**src/rtl/bicubic_pkg.sv**
```systemverilog
// Shared widths and the round/shift/limit helper for the
// bicubic multiplier pipeline.
package bicubic_pkg;

    localparam int A_W_DEF   = 10;
    localparam int B_W_DEF   = 18;
    localparam int LANES_DEF = 4;

    // Products are rounded and limited in a fixed wide signed format.
    localparam int RW = 65;

    function automatic int pw(input int a_w, input int b_w);
        return a_w + b_w;
    endfunction

    function automatic logic [RW:0] round_shift_sat(
        input logic signed [RW-1:0] p,
        input logic                 sgn,
        input int                   shift,
        input int                   out_w,
        input logic                 sat
    );
        logic signed [RW-1:0] r;
        logic signed [RW-1:0] hi;
        logic signed [RW-1:0] lo;
        logic signed [RW-1:0] v;
        logic                 ovf;
        r = p;
        if (shift > 0)
            r = (p + (65'sd1 <<< (shift - 1))) >>> shift;
        if (sgn) begin
            hi = (65'sd1 <<< (out_w - 1)) - 65'sd1;
            lo = -(65'sd1 <<< (out_w - 1));
        end else begin
            hi = (65'sd1 <<< out_w) - 65'sd1;
            lo = '0;
        end
        ovf = (r > hi) || (r < lo);
        v = r;
        if (sat && (r > hi))
            v = hi;
        else if (sat && (r < lo))
            v = lo;
        return {ovf, v};
    endfunction

endpackage

```
**src/rtl/bicubic_mul_lane.sv**
```systemverilog
// One multiplier lane: product register, delay line, round/limit
// output register. Validity is tracked by the parent.
module bicubic_mul_lane
    import bicubic_pkg::*;
#(
    parameter int A_W     = A_W_DEF,
    parameter int B_W     = B_W_DEF,
    parameter int LATENCY = 4,
    parameter int SIGNED  = 0,
    parameter int SHIFT   = 0,
    parameter int OUT_W   = 28,
    parameter int SAT     = 1
) (
    input  logic             clk,
    input  logic             rst_n,
    input  logic             adv,
    input  logic             flush,
    input  logic [A_W-1:0]   a,
    input  logic [B_W-1:0]   b,
    output logic [OUT_W-1:0] p,
    output logic             ovf
);

    localparam int PW = pw(A_W, B_W);
    localparam int ND = LATENCY - 1;

    logic [PW-1:0] ax;
    logic [PW-1:0] bx;
    logic [PW-1:0] prod;
    logic [PW-1:0] pr [ND];
    logic [RW-1:0] pe;
    logic [RW:0]   res;
    logic          en;
    logic          unused_res;

    assign en = adv && !flush;

    // Low PW bits of the extended product are exact in both modes.
    always_comb begin
        ax   = {{B_W{(SIGNED != 0) && a[A_W-1]}}, a};
        bx   = {{A_W{(SIGNED != 0) && b[B_W-1]}}, b};
        prod = ax * bx;
    end

    always_comb begin
        pe  = {{(RW-PW){(SIGNED != 0) && pr[ND-1][PW-1]}}, pr[ND-1]};
        res = round_shift_sat(pe, SIGNED != 0, SHIFT, OUT_W, SAT != 0);
    end

    assign unused_res = ^res[RW-1:OUT_W];

    always_ff @(posedge clk or negedge rst_n) begin
        if (!rst_n) begin
            for (int i = 0; i < ND; i++)
                pr[i] <= '0;
            p   <= '0;
            ovf <= 1'b0;
        end else if (en) begin
            pr[0] <= prod;
            for (int i = 1; i < ND; i++)
                pr[i] <= pr[i-1];
            p   <= res[OUT_W-1:0];
            ovf <= res[RW];
        end
    end

endmodule

```
**src/rtl/bicubic_mul_pipe.sv**
```systemverilog
// Multi-lane pipelined multiplier with round/limit and a
// valid/ready tag shift register shared by all lanes.
module bicubic_mul_pipe
    import bicubic_pkg::*;
#(
    parameter int A_W     = A_W_DEF,
    parameter int B_W     = B_W_DEF,
    parameter int LANES   = LANES_DEF,
    parameter int LATENCY = 4,
    parameter int SIGNED  = 0,
    parameter int SHIFT   = 0,
    parameter int OUT_W   = 28,
    parameter int SAT     = 1
) (
    input  logic                   clk,
    input  logic                   rst_n,
    input  logic                   flush,
    input  logic                   in_valid,
    output logic                   in_ready,
    input  logic [LANES*A_W-1:0]   in_a,
    input  logic [LANES*B_W-1:0]   in_b,
    output logic                   out_valid,
    input  logic                   out_ready,
    output logic [LANES*OUT_W-1:0] out_p,
    output logic [LANES-1:0]       out_ovf
);

    logic [LATENCY-1:0] vld;
    logic               adv;

    assign out_valid = vld[LATENCY-1];
    assign adv       = !out_valid || out_ready;
    assign in_ready  = adv;

    // Flush wins over accept and advance; data regs are left alone.
    always_ff @(posedge clk or negedge rst_n) begin
        if (!rst_n)
            vld <= '0;
        else if (flush)
            vld <= '0;
        else if (adv)
            vld <= {vld[LATENCY-2:0], in_valid};
    end

    for (genvar i = 0; i < LANES; i++) begin : g_lane
        bicubic_mul_lane #(
            .A_W     (A_W),
            .B_W     (B_W),
            .LATENCY (LATENCY),
            .SIGNED  (SIGNED),
            .SHIFT   (SHIFT),
            .OUT_W   (OUT_W),
            .SAT     (SAT)
        ) u_lane (
            .clk   (clk),
            .rst_n (rst_n),
            .adv   (adv),
            .flush (flush),
            .a     (in_a[i*A_W +: A_W]),
            .b     (in_b[i*B_W +: B_W]),
            .p     (out_p[i*OUT_W +: OUT_W]),
            .ovf   (out_ovf[i])
        );
    end

endmodule

```
**config.mk**
```make
export PLATFORM = sky130hd
export DESIGN_NAME = bicubic_mul_pipe
export DESIGN_NICKNAME = d
export VERILOG_FILES = /design/src/rtl/bicubic_pkg.sv /design/src/rtl/bicubic_mul_lane.sv /design/src/rtl/bicubic_mul_pipe.sv
export SDC_FILE = /design/constraint.sdc
export NUM_CORES = 2
export LEC_CHECK = 0
export ABC_CLOCK_PERIOD_IN_PS = 1700
export CORE_MARGIN = 3
export CORE_UTILIZATION = 50
export DETAILED_ROUTE_END_ITERATION = 12
export PLACE_DENSITY_LB_ADDON = 0.15
export SETUP_SLACK_MARGIN = 0.15
export SYNTH_ARGS = -nofsm -noshare
export SYNTH_HDL_FRONTEND = slang
export SYNTH_HIERARCHICAL = 1
export SYNTH_SLANG_ARGS = --single-unit
```
**constraint.sdc**
```tcl
create_clock -name clk -period 1.7 [get_ports clk]
set_clock_uncertainty 0.1 [all_clocks]
set_input_delay 0.17 -clock clk [delete_from_list [all_inputs] [get_ports clk]]
set_output_delay 0.17 -clock clk [all_outputs]
set_load 0.02 [all_outputs]
```
==> run summary <==
Fin crit period: 4.53 ns
Hold WC Path Type: primary input to register
Die area: 0.0841 sq mm
Detail Route Antenna Nets: 0
Setup tns final: -234.94 ns
Yosys top cell by area: dfrtp_1
Leak Pwr: 29.5 nW
# DRC: 0
Total CTS buffers: 49
Post-synth EDFFs: 0
Failing checks: negative setup slack
Pwr dens: 2170 mW/mm^2
Reg-to-reg critical path endpoint: g_lane[1].u_lane/pr[75]$_DFFE_PN0P_
Global-route wire length before repair: 178,000 microns
DRT Pass-1 Iters: 5
Syn_nets: 5,506
Die Wd: 290 microns
H-Tree Depth: 2
Register-to-register setup slack: -0.04 ns
RSZ-0062 raised after global routing: true
Crit Path Class: primary input to register
Critical Path Sink Type: register
Fraction of layout cells with a size suffix above 1: 30.7%
Final Cycle Share: 267%
Worst setup path endpoint: g_lane[0].u_lane/pr[81]$_DFFE_PN0P_
Clock Sinks: 456
Number of port buffers: 234
Nets: 6,398
Reg2reg path depth: 8
Vias in the first global route: 35,500
Fill cell count: 5,811
Avg Cell Area, Syn: 8.70 sq um
Post-synthesis cell area: 0.0403 sq mm
Run status: finished, violations left
Yosys reg bits: 456
Site Rows: 103
Initial Utilization: 50.8%
Final setup margin: -2.83 ns
Share of Yosys cell area claimed by the top area cell type: 28.3%
CTS tree: yes
Post-DP HPWL: 75,400 microns
Synth unique cells: 87
Crit path max fanout: 6
Initial antenna violation count: 3
Area growth, synth to finish: 40.9%
Commonest non-fill, non-tap cells in the layout: nand2_1, buf_4, inv_1
Gpl congestion: 0.908
Fin. max-slew vios: 0
Critical path launch point type: primary input
Gate count of the mapped netlist: 4,633
DRT iter0 DRCs: 1,672
I/O Pins: 235
Total wire length: 108,000 microns
Async set or reset register ratio after synthesis: 100%
Core area: 0.0794 sq mm
GRT Resource Usage Total: 25.4%
Hold Slack: 0.107 ns
Largest cells by area after synthesis: dfrtp_1, fa_1, nand2_1
Req. time, crit path: 2.06 ns
Final hold vios: 0
Reg2Reg Launch Point: vld[3]$_DFFE_PN0P_
Headroom to the max-slew limit: 50.8%
Yosys warns: 6
Commonest non-fill, non-tap cell in the layout: nand2_1
Peak supply drop: 2.25 mV
Chip Height: 290 microns
Clock Pin Slew Worst Setup and Hold Paths: 0.06 ns
Synth Flop Type: dfrtp_1
Min-delay src: in_b[54]
Worst-margin pin slew: 0.736 ns
Vias per inst: 5.11
Worst skew pair latency: 0.57 ns
WL/cell: 16.4 microns
Vias: 33,800
Post-synthesis sequential area ratio: 28.3%
Largest net degree at the start of global routing: 73
Crit path launch: in_a[6]
Clock Path Buffers: 3
Data arrival, critical path: 4.89 ns
Count of final setup violators: 178
Dpl ws: -3.83 ns
Fmax: 221 MHz
Overflow after GRT: 0
Max-cap violations: 0
Root Driver: clkbuf_16
-- cell families (layout without fill, tap and decap cells) --
| group | Yosys count | count (layout) | share of synthesized area [%] |
|---|---|---|---|
| mux | 7 | 7 | 0.177 |
| fa+ha+maj | 756 | 756 | 32.9 |
| xor+xnor | 74 | 74 | 1.61 |
| compound gates | 390 | 390 | 6.39 |
| buf+inv | 818 | 1748 | 7.69 |
| other cells | 0 | 1 | 0 |
| simple gates | 2132 | 2132 | 23.0 |
| flops | 456 | 456 | 28.3 |
-- cell usage after synthesis (all sizes together) (4+ instances only) --
cell type / n
a2111oi: 4
a211o: 5
a211oi: 8
a21o: 36
a21oi: 101
a221o: 4
a221oi: 4
a22oi: 4
a31oi: 10
and2: 358
and3: 17
buf: 23
clkbuf: 226
dfrtp: 456
fa: 504
ha: 252
inv: 569
mux2i: 6
nand2: 1578
nand2b: 14
nand3: 32
nand4: 26
nor2: 46
nor2b: 8
nor3: 23
nor3b: 5
nor4: 5
o2111ai: 4
o211ai: 21
o21a: 13
o21ai: 118
o21bai: 10
o311ai: 7
o31a: 6
o31ai: 16
or3: 6
or4: 4
xnor2: 42
xor2: 32
-- final cells by class --
| cell class | instances | area [sq um] | share of cell area [%] |
|---|---|---|---|
| Timing Repair Buffer | 1090 | 10700 | 18.8 |
| Antenna cell | 1 | 2.50 | 0.00441 |
| Tap cell | 1050 | 1310 | 2.31 |
| Sequential cell | 456 | 11400 | 20.1 |
| Inverter | 569 | 2140 | 3.77 |
| Clock inverter | 20 | 258 | 0.454 |
| Multi-Input combinational cell | 3359 | 29600 | 52.1 |
| Clock buffer | 69 | 1410 | 2.49 |
-- registers in the layout, indices dropped and copies added (netlist names) --
register / flops
g_lane.u_lane/ovf: 4
g_lane.u_lane/p: 112
g_lane.u_lane/pe: 112
g_lane.u_lane/pr: 224
vld: 4
-- report_power, final --
group / internal, mW / switching, mW / total [mW]
registers: 14.8 / 2.07 / 16.8
logic: 48.4 / 47.1 / 95.5
clock network: 6.59 / 4.38 / 11.0
-- worst max-delay path, cell delays in order --
cell,delay (ns)
buf_6,0.09
buf_6,0.12
buf_6,0.13
buf_6,0.11
and2_4,0.13
fa_2,0.35
fa_1,0.48
inv_1,0.05
fa_1,0.47
inv_1,0.05
fa_1,0.48
inv_1,0.05
fa_1,0.50
inv_2,0.05
ha_4,0.27
o211ai_1,0.14
nor2_2,0.21
o2111ai_4,0.18
a2111oi_4,0.49
buf_4,0.19
a21o_1,0.11
nand3_1,0.06
-- metal layers --
metal	global-route usage (%)	up-vias	share of wire (%)
met4	7.01	2	2.6
met5	0	-	0.011
met2	42.8	859	50
met3	3.82	214	5.1
met1	34.3	16700	43
li1	-	16000	-
-- per-stage QoR --
step                      util, %  std cells  instance area (sq um)  power, mW
after floorplan                 -       4633                  43400       63.9
after global placement       62.9       6264                  49900       87.4
after detailed placement     62.9       6264                  49900       88.7
after CTS                    69.8       6562                  55400        115
after global routing         71.5       6613                  56800        133
final                        71.5       6614                  56800        123
-- worst min-delay path by stage --
stage,slack [ns],depth (start not counted),endpoint
finish,0.11,4,g_lane[3].u_lane/pr[56]$_DFFE_PN0P_
global route,0.09,4,g_lane[3].u_lane/pr[56]$_DFFE_PN0P_
CTS,0.03,4,g_lane[2].u_lane/pr[56]$_DFFE_PN0P_
detailed placement,-0.01,1,g_lane[3].u_lane/p[17]$_DFFE_PN0P_
global placement,-0.01,1,g_lane[3].u_lane/p[17]$_DFFE_PN0P_
floorplan,-0.23,0,g_lane[0].u_lane/ovf$_DFFE_PN0P_
-- what timing repair did --
item | CTS | global route
endpoints found under the setup margin | 478 | 564
gates cloned | 33 | 1
gates resized for setup | 1018 | 301
pin swaps | 387 | 296
endpoints found under the hold margin | 457 | 1
buffers inserted | 172 | 49
hold buffers | 4 | 1
(Power assumes the default switching activity.)
